$ cat src/rtl/rect_fill_engine.sv
// Rectangle fill engine: clips a command rectangle to the 256x192 RGB332 framebuffer and
// streams one VRAM byte write per pixel in raster order, honouring write backpressure.
module rect_fill_engine #(
    parameter int H_SRC  = 256,
    parameter int V_SRC  = 192,
    parameter int ADDR_W = 17
) (
    input  logic              clk25,
    input  logic              rst_n,
    input  logic              cmd_valid,
    output logic              cmd_ready,
    input  logic [7:0]        cmd_x0,
    input  logic [7:0]        cmd_y0,
    input  logic [8:0]        cmd_w,
    input  logic [7:0]        cmd_h,
    input  logic [7:0]        cmd_color,
    input  logic [ADDR_W-1:0] BASE_ADDR,
    output logic              vram_we,
    input  logic              vram_wready,
    output logic [ADDR_W-1:0] vram_waddr,
    output logic [7:0]        vram_wdata,
    output logic              busy,
    output logic              done
);
    localparam logic [8:0] X_LIMIT = 9'(H_SRC);
    localparam logic [8:0] Y_LIMIT = 9'(V_SRC);

    typedef enum logic [1:0] {
        ST_IDLE,
        ST_CLIP,
        ST_FILL,
        ST_DONE
    } state_t;

    state_t              state_reg, state_next;
    logic [7:0]          x0_reg, x0_next;
    logic [7:0]          y0_reg, y0_next;
    logic [8:0]          w_reg, w_next;
    logic [7:0]          h_reg, h_next;
    logic [7:0]          color_reg, color_next;
    logic [ADDR_W-1:0]   base_reg, base_next;
    logic [8:0]          x_end_reg, x_end_next;
    logic [8:0]          y_end_reg, y_end_next;
    logic [7:0]          cx_reg, cx_next;
    logic [7:0]          cy_reg, cy_next;
    logic                cmd_ready_reg, cmd_ready_next;
    logic                vram_we_reg, vram_we_next;
    logic [ADDR_W-1:0]   vram_waddr_reg, vram_waddr_next;
    logic [7:0]          vram_wdata_reg, vram_wdata_next;
    logic                busy_reg, busy_next;
    logic                done_reg, done_next;

    // Sums are 9 bits wide so that x0+w and y0+h never wrap before clipping.
    logic [8:0] x_sum;
    logic [8:0] y_sum;
    logic       clip_empty;
    logic       x_last;
    logic       y_last;

    assign x_sum      = {1'b0, x0_reg} + w_reg;
    assign y_sum      = {1'b0, y0_reg} + {1'b0, h_reg};
    assign clip_empty = (w_reg == 9'd0) || (h_reg == 8'd0) || ({1'b0, y0_reg} >= Y_LIMIT);
    assign x_last     = (({1'b0, cx_reg} + 9'd1) == x_end_reg);
    assign y_last     = (({1'b0, cy_reg} + 9'd1) == y_end_reg);

    always_ff @(posedge clk25 or negedge rst_n) begin
        if (!rst_n) begin
            state_reg      <= ST_IDLE;
            x0_reg         <= '0;
            y0_reg         <= '0;
            w_reg          <= '0;
            h_reg          <= '0;
            color_reg      <= '0;
            base_reg       <= '0;
            x_end_reg      <= '0;
            y_end_reg      <= '0;
            cx_reg         <= '0;
            cy_reg         <= '0;
            cmd_ready_reg  <= 1'b1;
            vram_we_reg    <= 1'b0;
            vram_waddr_reg <= '0;
            vram_wdata_reg <= '0;
            busy_reg       <= 1'b0;
            done_reg       <= 1'b0;
        end else begin
            state_reg      <= state_next;
            x0_reg         <= x0_next;
            y0_reg         <= y0_next;
            w_reg          <= w_next;
            h_reg          <= h_next;
            color_reg      <= color_next;
            base_reg       <= base_next;
            x_end_reg      <= x_end_next;
            y_end_reg      <= y_end_next;
            cx_reg         <= cx_next;
            cy_reg         <= cy_next;
            cmd_ready_reg  <= cmd_ready_next;
            vram_we_reg    <= vram_we_next;
            vram_waddr_reg <= vram_waddr_next;
            vram_wdata_reg <= vram_wdata_next;
            busy_reg       <= busy_next;
            done_reg       <= done_next;
        end
    end

    always_comb begin
        state_next      = state_reg;
        x0_next         = x0_reg;
        y0_next         = y0_reg;
        w_next          = w_reg;
        h_next          = h_reg;
        color_next      = color_reg;
        base_next       = base_reg;
        x_end_next      = x_end_reg;
        y_end_next      = y_end_reg;
        cx_next         = cx_reg;
        cy_next         = cy_reg;
        cmd_ready_next  = cmd_ready_reg;
        vram_we_next    = vram_we_reg;
        vram_waddr_next = vram_waddr_reg;
        vram_wdata_next = vram_wdata_reg;
        busy_next       = busy_reg;
        done_next       = done_reg;

        case (state_reg)
            ST_IDLE: begin
                if (cmd_valid && cmd_ready_reg) begin
                    x0_next        = cmd_x0;
                    y0_next        = cmd_y0;
                    w_next         = cmd_w;
                    h_next         = cmd_h;
                    color_next     = cmd_color;
                    base_next      = BASE_ADDR;
                    cmd_ready_next = 1'b0;
                    busy_next      = 1'b1;
                    state_next     = ST_CLIP;
                end
            end
            ST_CLIP: begin
                x_end_next = (x_sum > X_LIMIT) ? X_LIMIT : x_sum;
                y_end_next = (y_sum > Y_LIMIT) ? Y_LIMIT : y_sum;
                if (clip_empty) begin
                    done_next  = 1'b1;
                    state_next = ST_DONE;
                end else begin
                    cx_next         = x0_reg;
                    cy_next         = y0_reg;
                    vram_we_next    = 1'b1;
                    vram_wdata_next = color_reg;
                    state_next      = ST_FILL;
                end
            end
            ST_FILL: begin
                // Nothing advances until the arbiter takes the current write.
                if (vram_wready) begin
                    if (!x_last) begin
                        cx_next = cx_reg + 8'd1;
                    end else if (!y_last) begin
                        cx_next = x0_reg;
                        cy_next = cy_reg + 8'd1;
                    end else begin
                        vram_we_next = 1'b0;
                        done_next    = 1'b1;
                        state_next   = ST_DONE;
                    end
                end
            end
            ST_DONE: begin
                done_next      = 1'b0;
                busy_next      = 1'b0;
                cmd_ready_next = 1'b1;
                state_next     = ST_IDLE;
            end
            default: state_next = ST_IDLE;
        endcase

        // Address follows the next pixel position; wraps modulo 2^ADDR_W.
        if (state_next == ST_FILL)
            vram_waddr_next = base_reg + ADDR_W'({cy_next, 8'h00}) + ADDR_W'(cx_next);
    end

    assign cmd_ready  = cmd_ready_reg;
    assign vram_we    = vram_we_reg;
    assign vram_waddr = vram_waddr_reg;
    assign vram_wdata = vram_wdata_reg;
    assign busy       = busy_reg;
    assign done       = done_reg;

endmodule

$ cat config.mk
export PLATFORM = sky130hd
export DESIGN_NAME = rect_fill_engine
export DESIGN_NICKNAME = d
export VERILOG_FILES = /design/src/rtl/rect_fill_engine.sv
export SDC_FILE = /design/constraint.sdc
export NUM_CORES = 1
export LEC_CHECK = 0
export BUFFER_PORTS_ARGS = -buffer_cell sky130_fd_sc_hd__buf_2
export CORE_UTILIZATION = 35
export DETAILED_ROUTE_END_ITERATION = 10
export PLACE_DENSITY_LB_ADDON = 0.3
export SETUP_SLACK_MARGIN = 0.05
export SYNTH_ARGS = -nofsm -noshare
export SYNTH_HDL_FRONTEND = slang
export SYNTH_SLANG_ARGS = --single-unit
$ cat constraint.sdc
create_clock -name clk25 -period 8.2 [get_ports clk25]
set_input_delay 0.82 -clock clk25 [delete_from_list [all_inputs] [get_ports clk25]]
set_output_delay 0.82 -clock clk25 [all_outputs]
set_load 0.02 [all_outputs]
# Word level (Yosys, flattened, before mapping)
# Index checks and enable logic that the tools add are counted.
# classes
add_sub_neg	8
order_cmp	3
eq_ne	12
muxes	32
bitwise_logic	1
reduce_logical	14
# op_table
op	count
$mux 8	8
$pmux 8 s2	2
$add 8x1->9 const B	2
$eq 9x9->1	2
$mux 9	2
$add 17x16->17	1
$add 17x8->17	1
$add 8x1->8 const B	2
$ne 2x2->1 const B	6
$mux 1	11
$reduce_and 5->1	2
$add 8x8->9	1
$add 8x9->9	1
$gt 9x8->1 const B	1
$gt 9x9->1 const B	1
$logic_not 9->1	1
$ge 8x8->1 const B	1
$logic_not 8->1	1
$mux 2	4
$pmux 2 s4	1
$eq 2x2->1 const B	3
$pmux 1 s2	3
$reduce_and 2->1	3
$reduce_bool 2->1	2
other kinds (7)	8
# totals
regBits	123
output_inout_bits	29
word_cells	87

# Longest topological paths before layout
# depth
word_depth	8
depth_mapped	22

# Least setup slack after synthesis
# OpenSTA, ideal clock, no wires.
# synth_timing
path_type	register -> register
start	reg cx_reg[1]
end	reg vram_waddr_reg[16], in the netlist vram_waddr[16]
setup_time_ps	125
t_arrival_ps	4129
required_ps	8075
slack_ps	3946
stages_incl_launch_ff	23
n_path_buf	2
path_cell_list	dfrtp_1 -> ha_1 -> buf_2 -> a21oi_1 -> o311a_1 -> a211oi_2 -> o21a_1 -> nor2_4 -> buf_4 -> o32a_1 -> a21oi_1 -> a221o_1 -> ha_1 -> inv_1 -> fa_1 -> nor2b_1 -> o31a_1 -> o2111ai_1 -> a31oi_1 -> a31oi_1 -> nand3_1 -> nand2_1 -> mux2_2
# synth_via
elab_cells_between_ends	17
classes_between	4 x add/sub; 2 x eq/ne; 11 x mux
# synth_rtl
element	line	rtl
from (decl)	44	logic [7:0] cx_reg, cx_next;
from (signal assigned)	95	cx_reg <= cx_next;
$add 8x1->9	63	assign x_last = (({1'b0, cx_reg} + 9'd1) == x_end_reg);
$eq 9x9->1	63	
$mux 8	156	if (!x_last) begin
$mux 8	155	if (vram_wready) begin
$pmux 8 s2	125	case (state_reg)
net cx_next[0]	44	
$add 17x8->17	179	vram_waddr_next = base_reg + ADDR_W'({cy_next, 8'h00}) + ADDR_W'(cx_next);
to (signal assigned)	99	vram_waddr_reg <= vram_waddr_next;
to (decl)	48	logic [ADDR_W-1:0] vram_waddr_reg, vram_waddr_next;
# The timed path passes the listed nets, and every way through them passes these cells.
# A chain may end at the register's enable or synchronous reset.

# Worst setup path after layout
# layout_timing
start	reg state_reg[0]
end	reg vram_waddr_reg[16], in the netlist vram_waddr[16]
# layout_via
elab_cells_between_ends	14
classes_between	2 x add/sub; 4 x eq/ne; 7 x mux; 1 x reduce/logical
# layout_rtl
element	line	rtl
from (decl)	35	state_t state_reg, state_next;
from (signal assigned)	86	state_reg <= state_next;
$eq 2x2->1 or $eq 2x1->1 (tied branches)	125	
$pmux 8 s2 (*)	125	
net cx_next[0]	44	
$add 17x8->17 (*)	179	
# Mark *: on every way through the listed nets, which the timed path passes. The rest lies on a longest branch.

==> results.cfg <==
[die]
ios = 91
die_x_um = 146
die_area_um2 = 21400
die_h_um = 146
initial_core_util = 0.358
rows = 52
core_area_um2 = 20300

[timing]
rsz0062_at_grt = false
setup_viol = 0
finClkSkew_ns = 0.0157
setup_ws_ns = 2.98
post-route-period-util = 0.637
fmaxAchievable_mhz = 191
period_needed_ns = 5.22
maxSlewViolCount = 0
tns_ns = 0
worstMarginPinSlew_ns = 1.10
relSlewSlack = 0.267
hold_violations = 0

[placed_design]
dpl.hpwl_mm = 12.9
place_ws_ns = 2.99
dp.cells = 1017
port_buffers = 90
place_area_um2 = 7960
gp_congestion = 0.860

[power]
power.share.clock = 0.190
p_sw_frac = 0.407
seqPwrFrac = 0.308
total_leakage_power_nw = 3.78
power_density_nw_per_um2 = 446
vdd_drop_max_mv = 0.217
internal-power_mw = 2.26
power.switching_mw = 1.55
combPwrFrac = 0.502
total_power_mw = 3.80

[min_path]
hold_path.class = reg2reg

[final_layout]
multi_input_area_um2 = 3960
fin_area_um2 = 8530
antenna_cells = 0
area_delta_synth_final_pct = 17.3
nNetsFinal = 869
finalNonFillerCells = 1048
fillCellCount = 2022
regArea_um2 = 3080
drive_gt1_frac = 0.288

[global_routing]
grt_max_degree = 72
grt-ovfl-total = 0
grt_pass1_wl_mm = 28.7
grt.total_usage = 0.172
grt_pass1_vias = 5341
antenna_found_initial = 0

[drt]
routed_via_density = 5.22
drtPass1Iterations = 5
ant_nets = 0
drt_wl_total_mm = 17.4
wl_per_cell_um = 16.6
initialDrtViolationCount = 251
vias = 5474
drc = 0

[worst_setup_path]
path_buf_inv = 3
crit_family = compound AO/OA/AOI/OAI gates
slowest_delay_ns = 0.62
required_ns = 8.50
critPathCaptureType = flip-flop
slowest_stage = or2_2
worstPathArrival_ns = 5.52
path_cells = ha_1, clkinv_1, or2_2, nor2_1, buf_4, a221o_1, ha_1, inv_1, fa_1, nor2b_1, o31a_1, o2111ai_1, a31oi_1, a31oi_1, nand3_1, nand2_1, mux2_2
crit_type = reg2reg
start_kind = flip-flop
worst-path-max-fanout = 18

[cts]
cts_sinks = 123
cts_buffers = 17
cts_tree = built
ctsHoldBuffers = 0
root_buffer = clkbuf_16
htree_levels = 4
cts_buffer_depth = 2
post_cts_buffers = 0
cts_resized = 0
clk_pin_slew_ns = 0.06
clkLatencyLatePin_ns = 0.42

[synthesis]
synth_top_family_by_area = compound AO/OA/AOI/OAI gates
yosysMostFrequentCell = dfrtp_1
async_flop_share = 1.00
synth_cell_type_count = 76
synth-compound-area-share = 0.146
synth_cells = 678
ys_seq_area_frac = 0.424
yosys-mux-area-fraction = 0.135
ys_top_cells_by_area = dfrtp_1 (42%), mux2_2 (11%), ha_1 (6.5%)
yosys_warnings = 0
syn_nets = 781
synth_edf_count = 0
synth.ff_latch_count = 123
synth_top_cell_by_area = dfrtp_1
yosys.area_share.xor_xnor = 0.0549
synth_top_area_frac = 0.420
synthAdderAreaFrac = 0.0737
syn_area_per_cell_um2 = 10.7
synthSimpleGateAreaFrac = 0.135
syn-cell-area_um2 = 7270
ys.flop_type = dfrtp_1
yosys-top-cells-count = dfrtp_1 (122), mux2_2 (69), nor2_1 (43)

[outcome]
status = completed

[job]
cap_violations = 0
-- final cells by class --
type | count | share of cell area
clock buffers | 17 | 0.0499
multi-input cells | 503 | 0.464
repair buffers | 93 | 0.0557
inverters | 28 | 0.0123
well taps | 270 | 0.0396
clock inverters | 14 | 0.0173
flip-flops and latches | 123 | 0.361
-- logic make-up after synthesis --
group / Yosys count
xor+xnor: 44
mux: 85
fa+ha+maj: 41
flops: 123
compound gates: 149
simple gates: 184
buf+inv: 52
-- per-stage QoR --
| stage | hold slack (ns) | utilization |
|---|---|---|
| 2_1_floorplan | 0.475 | - |
| 3_3_place_gp | 0.484 | 0.392 |
| 3_5_place_dp | 0.489 | 0.392 |
| 4_1_cts | 0.504 | 0.420 |
| 5_1_grt | 0.513 | 0.420 |
| 6_report | 0.500 | 0.420 |
-- power by group through the flow --
stage          sequential [mW]  combinational, mW  clock (mW)
2_1_floorplan             1.14               1.49           0
3_3_place_gp              1.18               1.89           0
3_5_place_dp              1.18               1.91           0
4_1_cts                   1.17               1.92       0.744
5_1_grt                   1.21               2.12       0.767
6_report                  1.17               1.91       0.723
-- routing by layer --
| metal | global-route usage | up-vias | share of wire | wire [µm] |
|---|---|---|---|---|
| met4 | 0.0615 | 0 | 0.012 | 209 |
| li1 | - | 2675 | - | - |
| met3 | 0.0372 | 10 | 0.047 | 821 |
| met2 | 0.252 | 136 | 0.44 | 7690 |
| met1 | 0.247 | 2653 | 0.50 | 8730 |
| met5 | 0 | - | 0 | 0 |
-- placed cells by master (no fill, tap or decap), types with 11 or more instances in the layout --
cell type and n:
a21oi_1 29, inv_1 27, nand2_1 40, a31oi_1 11, buf_2 89, dfrtp_1 122
nor3_1 14, xnor2_1 27, o21ai_0 24, mux2_2 69, a21o_1 12, ha_1 38
nand3_1 17, nor2_1 43, xor2_1 16, clkbuf_16 17
-- worst paths after layout --
kind | start | endpoint | slack [ns] | cells past startpoint
hold reg to reg | vram_waddr[0]$_DFFE_PN0N_ | vram_waddr[0]$_DFFE_PN0N_ | 0.50 | 1
setup / recovery | state_reg[0]$_DFF_PN0_ | vram_waddr[16]$_DFFE_PN0N_ | 2.98 | 17
min in group asynchronous | rst_n | base_reg[1]$_DFFE_PN0P_ | 0.53 | 1
setup reg to reg | state_reg[0]$_DFF_PN0_ | vram_waddr[16]$_DFFE_PN0N_ | 2.98 | 17
hold / removal | vram_waddr[0]$_DFFE_PN0N_ | vram_waddr[0]$_DFFE_PN0N_ | 0.50 | 1
max in group asynchronous | rst_n | cx_reg[0]$_DFF_PN0_ | 6.43 | 2
Note: power is estimated with default switching activity, not from simulation.
